==> config.mk <==
export PLATFORM = sky130hd
export DESIGN_NAME = fetch_sequencer_flat
export DESIGN_NICKNAME = d
export VERILOG_FILES = /design/src/rtl/fetch_sequencer_if.sv /design/src/rtl/fetch_sequencer.sv /design/src/flat_wrapper.sv
export SDC_FILE = /design/constraint.sdc
export NUM_CORES = 1
export LEC_CHECK = 0
export CAP_MARGIN = 40
export CORE_MARGIN = 3
export CORE_UTILIZATION = 40
export CTS_CLUSTER_SIZE = 12
export DETAILED_ROUTE_END_ITERATION = 7
export PLACE_DENSITY = 0.75
export SLEW_MARGIN = 20
export SYNTH_ARGS = -nofsm -noshare
export SYNTH_HDL_FRONTEND = slang
export SYNTH_SLANG_ARGS = --single-unit
export TNS_END_PERCENT = 100
==> constraint.sdc <==
create_clock -name clk -period 1.8 [get_ports clk]
set_clock_uncertainty 0.05 [all_clocks]
set_input_delay 0.54 -clock clk [delete_from_list [all_inputs] [get_ports clk]]
set_output_delay 0.54 -clock clk [all_outputs]
set_load 0.01 [all_outputs]
==> src/rtl/fetch_sequencer_if.sv <==
// fetch_sequencer_if: decode-side control and program-memory signals of the fetch sequencer
interface fetch_sequencer_if #(
   parameter int program_code_size = 8,
   parameter int instruction_size = 16
);
   logic                         start;
   logic                         stall;
   logic                         branch_taken;
   logic                         branch_absolute;
   logic [program_code_size-1:0] branch_target;
   logic                         halt;
   logic [instruction_size-1:0]  instruction_code;
   logic [program_code_size-1:0] address;
   logic [instruction_size-1:0]  ir;
   logic                         ir_valid;
   logic [program_code_size-1:0] ir_pc;
   logic [1:0]                   state;
   logic                         wrapped;
   modport master (
      input  start, stall, branch_taken, branch_absolute, branch_target, halt, instruction_code,
      output address, ir, ir_valid, ir_pc, state, wrapped
   );
   modport slave (
      output start, stall, branch_taken, branch_absolute, branch_target, halt, instruction_code,
      input  address, ir, ir_valid, ir_pc, state, wrapped
   );
endinterface

==> src/rtl/fetch_sequencer.sv <==
// fetch_sequencer: picoMIPS program counter and instruction register with stall, branch, halt and wrap tracking
module fetch_sequencer #(
   parameter int program_code_size = 8,
   parameter int instruction_size = 16
) (
   input logic clk,
   input logic n_reset,
   fetch_sequencer_if.master bus
);
   typedef enum logic [1:0] {IDLE = 2'b00, RUN = 2'b01, STALL = 2'b10, HALT = 2'b11} state_t;
   state_t                       state_q, state_d;
   logic [program_code_size-1:0] pc_q, pc_d, ir_pc_q, ir_pc_d;
   logic [instruction_size-1:0]  ir_q, ir_d;
   logic                         ir_valid_q, ir_valid_d, wrapped_q, wrapped_d;
   always_ff @(posedge clk or negedge n_reset) begin
      if (!n_reset) begin
         state_q    <= IDLE;
         pc_q       <= '0;
         ir_q       <= '0;
         ir_valid_q <= 1'b0;
         ir_pc_q    <= '0;
         wrapped_q  <= 1'b0;
      end else begin
         state_q    <= state_d;
         pc_q       <= pc_d;
         ir_q       <= ir_d;
         ir_valid_q <= ir_valid_d;
         ir_pc_q    <= ir_pc_d;
         wrapped_q  <= wrapped_d;
      end
   end
   // halt and branch only act on a live IR; relative targets wrap naturally at PC width
   always_comb begin
      state_d    = state_q;
      pc_d       = pc_q;
      ir_d       = ir_q;
      ir_valid_d = ir_valid_q;
      ir_pc_d    = ir_pc_q;
      wrapped_d  = wrapped_q;
      if (state_q == IDLE || state_q == HALT) begin
         ir_valid_d = 1'b0;
         if (bus.start) begin
            state_d   = RUN;
            pc_d      = '0;
            wrapped_d = 1'b0;
         end
      end else if (bus.halt && ir_valid_q) begin
         state_d    = HALT;
         ir_valid_d = 1'b0;
      end else if (bus.branch_taken && ir_valid_q) begin
         state_d    = RUN;
         ir_valid_d = 1'b0;
         pc_d       = bus.branch_absolute ? bus.branch_target : ir_pc_q + bus.branch_target;
      end else if (bus.stall) begin
         state_d = STALL;
      end else begin
         state_d    = RUN;
         ir_d       = bus.instruction_code;
         ir_pc_d    = pc_q;
         ir_valid_d = 1'b1;
         pc_d       = pc_q + program_code_size'(1);
         wrapped_d  = wrapped_q | (&pc_q);
      end
   end
   assign bus.address  = pc_q;
   assign bus.ir       = ir_q;
   assign bus.ir_valid = ir_valid_q;
   assign bus.ir_pc    = ir_pc_q;
   assign bus.state    = state_q;
   assign bus.wrapped  = wrapped_q;
endmodule

==> src/flat_wrapper.sv <==
// flat-port wrapper written by rule: the top's interface ports become plain ports
module fetch_sequencer_flat 
#(
   parameter int program_code_size = 8,
   parameter int instruction_size = 16
)
  (clk, n_reset, bus_start, bus_stall, bus_branch_taken, bus_branch_absolute, bus_branch_target, bus_halt, bus_instruction_code, bus_address, bus_ir, bus_ir_valid, bus_ir_pc, bus_state, bus_wrapped);
  fetch_sequencer_if #(.program_code_size(program_code_size), .instruction_size(instruction_size)) bus_i ();
  input logic clk;
  input logic n_reset;
  input wire logic [$bits(bus_i.start)-1:0] bus_start;
  input wire logic [$bits(bus_i.stall)-1:0] bus_stall;
  input wire logic [$bits(bus_i.branch_taken)-1:0] bus_branch_taken;
  input wire logic [$bits(bus_i.branch_absolute)-1:0] bus_branch_absolute;
  input wire logic [$bits(bus_i.branch_target)-1:0] bus_branch_target;
  input wire logic [$bits(bus_i.halt)-1:0] bus_halt;
  input wire logic [$bits(bus_i.instruction_code)-1:0] bus_instruction_code;
  output wire logic [$bits(bus_i.address)-1:0] bus_address;
  output wire logic [$bits(bus_i.ir)-1:0] bus_ir;
  output wire logic [$bits(bus_i.ir_valid)-1:0] bus_ir_valid;
  output wire logic [$bits(bus_i.ir_pc)-1:0] bus_ir_pc;
  output wire logic [$bits(bus_i.state)-1:0] bus_state;
  output wire logic [$bits(bus_i.wrapped)-1:0] bus_wrapped;
  assign bus_i.start = bus_start;
  assign bus_i.stall = bus_stall;
  assign bus_i.branch_taken = bus_branch_taken;
  assign bus_i.branch_absolute = bus_branch_absolute;
  assign bus_i.branch_target = bus_branch_target;
  assign bus_i.halt = bus_halt;
  assign bus_i.instruction_code = bus_instruction_code;
  assign bus_address = bus_i.address;
  assign bus_ir = bus_i.ir;
  assign bus_ir_valid = bus_i.ir_valid;
  assign bus_ir_pc = bus_i.ir_pc;
  assign bus_state = bus_i.state;
  assign bus_wrapped = bus_i.wrapped;
  fetch_sequencer #(.program_code_size(program_code_size), .instruction_size(instruction_size)) u_core (.clk(clk), .n_reset(n_reset), .bus(bus_i));
endmodule
# Word-level counts from Yosys, hierarchy flattened
# Cells that the tools add are included.
# totals
latchBits	0
mem_bits_ro	0
mem_bits_rw	0
reg_bits	36
n_memories	0
output_inout_bits	36
input_bits	31
elab_cells	48
# op_classes
n_div	0
n_mul	0
mux	20
order_cmp	0
n_eq_ne	7
n_bitwise	5
n_reduce_logical	8
n_addsub	2
shift	0
# ops
operator	n
2-to-1 mux 8 bit	6
2-to-1 mux 2 bit	5
2-to-1 mux 1 bit	9
adder 8 x 1 -> 8 bit (second input constant)	1
adder 8 bit	1
AND reduction 4 bit	2
AND reduction 8 bit	1
!= test 2 x 1 -> 1 bit (second input constant)	3
!= test 4 x 1 -> 1 bit (second input constant)	1
NOT 1 bit	4
!= test 3 x 1 -> 1 bit (second input constant)	1
AND reduction 3 bit	1
== test 2 bit (second input constant)	1
logical AND 1 bit	2
logical NOT 2 bit	1
!= test 2 bit (second input constant)	1
logical OR 1 bit	1
OR 1 bit	1

# Depth between registers and ports, before layout
# Gate-level depths: netlist of the first run.
# depth
ltp_word	6
ltp_mapped	7

# Worst setup path after synthesis of the first run
# Ideal clock, no wire load.
# synth_path
path_kind	input to register
from	in bus_branch_target[1]
to	reg u_core.pc_q[7], in the netlist u_core.bus.address[7]
path_slack_ps	-210
setup_time_ps	65
path_stages	6
required_time_ps	1685
path_buffers	0
arrival_ps	1896
cell_sequence	ha_1 -> a211oi_1 -> o31ai_1 -> a311o_1 -> a221oi_1 -> a211o_1
# synth_via
elab_chain_len	5
# synth_lines
element	line_no	source
start, declared	flat_wrapper.sv:15	input wire logic [$bits(bus_i.branch_target)-1:0] bus_branch_target;
adder 8 bit	fetch_sequencer.sv:53	pc_d = bus.branch_absolute ? bus.branch_target : ir_pc_q + bus.branch_target;
2-to-1 mux 8 bit	fetch_sequencer.sv:53	
2-to-1 mux 8 bit	fetch_sequencer.sv:50	end else if (bus.branch_taken && ir_valid_q) begin
2-to-1 mux 8 bit	fetch_sequencer.sv:47	end else if (bus.halt && ir_valid_q) begin
2-to-1 mux 8 bit	fetch_sequencer.sv:40	if (state_q == IDLE || state_q == HALT) begin
end signal, assigned	fetch_sequencer.sv:25	pc_q <= pc_d;
end, declared	fetch_sequencer.sv:12	logic [program_code_size-1:0] pc_q, pc_d, ir_pc_q, ir_pc_d;
# No other way between the ends. The select of a mux whose other input is x is not followed.
# A chain may end at the register's enable or synchronous reset.

# Worst setup path after layout of the first run
# layout_path
from	reg u_core.ir_pc_q[1], in the netlist u_core.bus.ir_pc[1]
to	reg u_core.pc_q[7], in the netlist u_core.bus.address[7]
# layout_via
elab_chain_len	5
# layout_lines
element	line_no	source
start, declared	fetch_sequencer.sv:12	
start signal, assigned	fetch_sequencer.sv:28	ir_pc_q <= ir_pc_d;
adder 8 bit	fetch_sequencer.sv:53	
2-to-1 mux 8 bit	fetch_sequencer.sv:53	
2-to-1 mux 8 bit	fetch_sequencer.sv:50	
2-to-1 mux 8 bit	fetch_sequencer.sv:47	
2-to-1 mux 8 bit	fetch_sequencer.sv:40	
# No other way between the ends. The select of a mux whose other input is x is not followed.

==> metrics, run 1 <==
worst slew pin tran=0.437 ns; number of instances in the synthesized netlist=177; Cell Area, Synth=1950 um2; CP Max Fanout=2; grt peak-use layer=met2; area share of the largest cell type after synthesis=0.462; gate family responsible for the most delay along the worst path=compound AO/OA/AOI/OAI gates; share of total power consumed by net switching=0.360; Sink Count=36; die extent in x=75.8 um; mean instance size in the synthesized netlist=11.0 um2; post-route fraction of the period consumed by the critical path=1.06; Final Instance Count excl. Fillers=359; number of nets produced by synthesis=217; sequential-to-total area share from yosys stat=0.462; remaining antenna violation count after routing=0; cell type with the largest total area after synthesis=dfrtp_1; wire length of the first global-routing pass=8370 um; Buf+Inv Stages, Crit Path=2; placeable core region=4530 um2; # placed instances=336; clock latency on the worst-skew pair=0.28 ns; overall fraction of global-route tracks in use=0.195; source of the critical timing path=u_core.bus.ir_pc[1]; number of synthesized register bits=36; kind of start point of the critical path=register; proportion of layout cells with a drive suffix above 1=0.405; post-route minimum period=1.91 ns; category of the critical setup timing path=register to register; number of failing setup endpoints in the final timing report=2; most frequently used flop master after synthesis=dfrtp_1; reported max-cap violation count=0; count of warnings emitted by yosys=0; fin nets=334; top cells by area in the synthesized netlist=dfrtp_1 46%, mux2_2 14%, ha_1 5.1%; sequential share of power=0.274; part of the total power dissipated in the clock network=0.116; Int Pwr=0.00339 W; NetSw=0.00190 W; EDFF count, synth=0; class of the worst hold path=primary input to asynchronous set/reset pin; area occupied by multi-input gates=1210 um2; remaining global-route overflow=0; GR Layer Usage met3=0.0475; number of detailed-route iterations in the first pass=4; most numerous cell types in the synthesized netlist=36 x dfrtp_1, 25 x mux2_2, 16 x nand2_1; Crit. End Element=register; r2r startpoint=u_core.bus.ir_pc[1]; initial DRC count=83; number of placement rows=24; met1 track demand over resource in global routing=0.249; post-synthesis cell type count=44; clock-pin slew on the worst setup and hold paths=0.07 ns; Chip Height=75.8 um; total via count after detailed routing=1,848; final core occ=0.745; clock root buffer master=clkbuf_8; starting density of the core=0.430; Max stage delay cell, worst path=dfrtp_1; area added between synthesis and finish=73.4%; Post-Place Setup Slack=-0.675 ns; worst setup margin=-0.108 ns; Peak supply drop=0.939 mV; cell area after layout=3380 um2; violations in the final reports=negative setup slack; DRC errors left=0; hold buffers post-CTS=0; antenna cell count=0; total half-perimeter wirelength after legalization and detailed placement=3780 um; RD Place Congestion=0.833; sequential standard cell area=910 um2; number of max-slew violations in the final report=0; setup repair after global routing missed its margin=yes; WP data required=1.91 ns; buffers added on ports=66; clock tree from TritonCTS=yes; data arrival at the endpoint of the critical path=2.02 ns; most repeated cell in the gate-level netlist after synthesis=dfrtp_1; met2 usage in global routing=0.320; WL per Instance=14.8 um; Slowest Stage Delay on Critical Path=0.40 ns; P_leak=1.62 nW; filler instances=319; cells along the critical path=buf_6, ha_4, a211oi_4, o31ai_4, buf_4, o221ai_2, a221oi_2, a211o_1; routed wire length=5320 um; Avg Vias per Cell=5.15; ratio of total power to cell area=1570 nW/um2; highest clock rate=524 MHz; run status=finished, violations left; maximum buffer depth of the clock tree=2; clock buffers created by TritonCTS=5; IO Pins=67; number of levels in the clock H-tree=2; largest net degree at the start of global routing=20; vias in the first global route=1,831; post-place instance area=3050 um2; post-synthesis async set-or-reset flop share=1.00; number of antenna violations at the first check in global routing=0; combinational share of power=0.609; Die ar.=5740 um2; final hold viol count=0; relative slew slack=0.708
power by group through the flow:
stage / registers, W / clock network [W] / logic, W
6_report: 0.00145 / 0.000615 / 0.00323
5_1_grt: 0.00150 / 0.000666 / 0.00350
4_1_cts: 0.00145 / 0.000635 / 0.00312
3_5_place_dp: 0.00147 / 0 / 0.00287
3_3_place_gp: 0.00145 / 0 / 0.00283
2_1_floorplan: 0.00163 / 0 / 0.00136
state kept, by name (all words and copies together) (netlist names):
signal / count
u_core.bus.ir: 16
u_core.bus.address: 8
u_core.bus.ir_pc: 8
u_core.bus.state: 2
u_core.bus.ir_valid: 1
u_core.bus.wrapped: 1
layout make-up:
class                      instances  area share
multi-input combinational        134       0.358
timing repair buffer             116       0.319
sequential                        36       0.269
clock buffer                       7      0.0285
tap                               65      0.0241
inverter                           1     0.00111
per-layer routing:
layer / part of all wire / wire (um)
met5: 0 / 0
met4: 0.011 / 61
met3: 0.071 / 377
met2: 0.50 / 2670
met1: 0.42 / 2210
stage by stage:
step | hold WS [ns] | setup TNS, ns | power (W)
finish | 0.138 | -0.120 | 0.00529
global route | 0.168 | -0.373 | 0.00568
CTS | 0.149 | -0.135 | 0.00520
detailed placement | 0.444 | -15.80 | 0.00434
global placement | 0.437 | -14.35 | 0.00428
floorplan | 0.194 | -0.0663 | 0.00300
cell usage in the layout (no fill, tap or decap), drive strengths merged, types with 2 or more instances in the layout:
cell and n:
a21oi 9, and3b 2, a31oi 2, nor3 3
o21a 2, dfrtp 36, ha 8, clkdlybuf4s50 26
mux2 25, o211ai 3, a211oi 2, dlymetal6s2s 13
dlygate4sd2 24, nand2 16, nand3 4, o21ai 15
nor2 9, o31ai 2, buf 51, xor2 2
clkbuf 8, xnor2 8, nor4 2
final timing paths:
check	cells after the start	end	slack, ns
max in group asynchronous	2	u_core.bus.address[2]	1.09
min reg2reg	1	u_core.bus.ir[15]	0.46
max reg2reg	8	u_core.bus.address[7]	-0.11
max	8	u_core.bus.address[7]	-0.11
min in group clk	1	u_core.bus.ir[15]	0.46
min	1	u_core.bus.address[4]	0.14
logic make-up after synthesis:
kind of cell	count (synthesis)	share of synthesized area
adder cells (fa/ha/maj)	9	0.0617
AND/OR/NAND/NOR	43	0.107
AO/OA/AOI/OAI	46	0.153
flip-flops	36	0.462
buffers and inverters	8	0.0218
multiplexers	26	0.150
XOR/XNOR	9	0.0443
repair_timing:
| action | in CTS | in global routing |
|---|---|---|
| resized for setup | 47 | 24 |
| pin swaps | 18 | 17 |
| buffers inserted | 11 | 5 |
| endpoints found under the setup margin | 49 | 18 |
| gates cloned | 1 | 1 |
Note: power is estimated with default switching activity, not from simulation.
==> inputs of run 2 (changes only) <==
--- a/config.mk
+++ b/config.mk
@@ -11,4 +11,5 @@
 export CTS_CLUSTER_SIZE = 12
 export DETAILED_ROUTE_END_ITERATION = 7
+export MAX_ROUTING_LAYER = met4
 export PLACE_DENSITY = 0.75
 export SLEW_MARGIN = 20
==> constraint.sdc (replaced) <==
create_clock -name clk -period 1.75 [get_ports clk]
set_clock_uncertainty 0.05 [all_clocks]
set_input_delay 0.525 -clock clk [delete_from_list [all_inputs] [get_ports clk]]
set_output_delay 0.525 -clock clk [all_outputs]
set_load 0.005 [all_outputs]
==> metrics, run 2 (synthesis results as in run 1) <==
run status=finished, violations left (unchanged); violations in the final reports=negative setup slack (unchanged); max FFs per register=16 (unchanged); proportion of layout cells with a drive suffix above 1=0.451 (was 0.405); remaining antenna violation count after routing=0 (unchanged); starting density of the core=0.430 (unchanged); WL per Instance=17.3 um (was 14.8 um); Avg Vias per Cell=5.44 (was 5.15); final core occ=0.772 (was 0.745); number of placement rows=24 (unchanged); worst setup margin=-0.188 ns (was -0.108 ns); highest clock rate=516 MHz (was 524 MHz); total via count after detailed routing=2,017 (was 1,848); number of failing setup endpoints in the final timing report=5 (was 2); setup repair after global routing missed its margin=yes (unchanged); P_leak=1.75 nW (was 1.62 nW); largest net degree at the start of global routing=24 (was 20); clock latency on the worst-skew pair=0.29 ns (was 0.28 ns); post-route minimum period=1.94 ns (was 1.91 ns); Min Hold Slack=0.0870 ns (was 0.138 ns); clock root buffer master=clkbuf_8 (unchanged); depth of the most critical reg-to-reg path=6 (was 8); ratio of total power to cell area=1590 nW/um2 (was 1570 nW/um2); overall fraction of global-route tracks in use=0.221 (was 0.195); number of max-slew violations in the final report=0 (unchanged); Chip Height=75.8 um (unchanged); final hold viol count=0 (unchanged); Max stage delay cell, worst path=dfrtp_2 (was dfrtp_1); area added between synthesis and finish=79.8% (was 73.4%); maximum buffer depth of the clock tree=2 (unchanged); data arrival at the endpoint of the critical path=2.04 ns (was 2.02 ns); kind of start point of the critical path=register (unchanged); clock-pin slew on the worst setup and hold paths=0.08 ns (was 0.07 ns); Peak supply drop=0.952 mV (was 0.939 mV); routed wire length=6420 um (was 5320 um); clock tree from TritonCTS=yes (unchanged); DRC errors left=0 (unchanged); wire length of the first global-routing pass=9270 um (was 8370 um); initial DRC count=200 (was 83); WP data required=1.85 ns (was 1.91 ns); category of the critical setup timing path=register to register (unchanged); power after layout=0.00556 W (was 0.00529 W); most common cell after layout, fill and taps aside=buf_4 (unchanged); total half-perimeter wirelength after legalization and detailed placement=4050 um (was 3780 um); fin nets=345 (was 334); Die ar.=5740 um2 (unchanged); Crit. End Element=register (unchanged); number of levels in the clock H-tree=2 (unchanged); clock buffers created by TritonCTS=5 (unchanged); reported max-cap violation count=0 (unchanged); antenna cell count=0 (unchanged); number of detailed-route iterations in the first pass=5 (was 4); hold buffers post-CTS=0 (unchanged); IO Pins=67 (unchanged); buffers added on ports=66 (unchanged); die extent in x=75.8 um (unchanged); RD Place Congestion=0.829 (was 0.833); cells along the critical path=buf_6, xnor2_4, a221o_2, and2_4, a222oi_1, o21ai_1 (was buf_6, ha_4, a211oi_4, o31ai_4, buf_4, o221ai_2, a221oi_2, a211o_1); number of antenna violations at the first check in global routing=0 (unchanged); commonest non-fill, non-tap cells in the layout=53 x buf_4, 29 x dfrtp_1, 26 x clkdlybuf4s50_1 (was 46 x buf_4, 29 x dfrtp_1, 26 x clkdlybuf4s50_1); placeable core region=4530 um2 (unchanged); post-route fraction of the period consumed by the critical path=1.11 (was 1.06); relative slew slack=0.734 (was 0.708); worst slew pin tran=0.398 ns (was 0.437 ns); remaining global-route overflow=0 (unchanged); vias in the first global route=1,980 (was 1,831); CP Max Fanout=6 (was 2); Sink Count=36 (unchanged); Slowest Stage Delay on Critical Path=0.41 ns (was 0.40 ns); class of the worst hold path=primary input to asynchronous set/reset pin (unchanged)
-- run 2: cell types whose count changed in the layout (fill, tap and decap cells not counted), sizes merged --
cell           before  now
clkinv              0    2
xnor2               8    7
buf                51   65
dlymetal6s2s       13   20
clkdlybuf4s15       1    2
dlygate4sd2        24   13
-- run 2: area by class of cell --
class | instances | area, um2
Timing Repair Buffer | 128 | 1190
Tap cell | 65 | 81.3
Fill cell | 301 | 1030
Clock buffer | 6 | 82.6
Multi-Input combinational cell | 133 | 1230
Inverter | 1 | 3.75
Sequential cell | 36 | 910
Clock inverter | 2 | 10.0
-- run 2: path summary, 6_finish.rpt --
path,from,to,slack (ns)
max,u_core.bus.state[1],u_core.bus.address[3],-0.19
min,n_reset,u_core.bus.ir_pc[4],0.09
max reg2reg,u_core.bus.state[1],u_core.bus.address[3],-0.19
min reg2reg,u_core.bus.ir[14],u_core.bus.ir[14],0.45
max in group asynchronous,n_reset,u_core.bus.address[2],1.09
min in group clk,u_core.bus.ir[14],u_core.bus.ir[14],0.45
-- run 2: worst max-delay path, delay by kind of cell (launching register included) --
kind,cells,cell delay [ns]
buffers and inverters,1,0.12
AND/OR/NAND/NOR,1,0.19
AO/OA/AOI/OAI,3,0.87
XOR/XNOR,1,0.14
flip-flops,1,0.41
-- run 2: where the power goes --
group | switching [W] | internal, W
Clock | 0.000314 | 0.000314
Sequential | 0.000227 | 0.00121
Combinational | 0.00144 | 0.00206
Total | 0.00198 | 0.00358
-- run 2: repair_timing --
action                     4_1_cts  5_1_grt
gates resized for setup         45       43
pin swaps                       17       16
gates cloned                     0        0
setup endpoints to repair       48       41
buffers inserted                20        6
-- run 2: layer usage --
metal,part of all wire,GRT usage,up-vias
met5,0,-,-
li1,-,-,913
met3,0.059,0.0422,20
met2,0.52,0.375,97
met1,0.39,0.268,987
met4,0.032,0.0602,0
-- run 2: stage by stage --
stage               area [um2]  TNS, ns  cells  worst slack, ns
floorplan                 2080   -0.153    177           -0.101
detailed placement        3070   -15.14    339           -0.690
finish                    3500   -0.566    371           -0.188
global placement          3070   -14.81    339           -0.671
CTS                       3360   -0.227    367          -0.0964
global route              3500   -0.981    371           -0.272
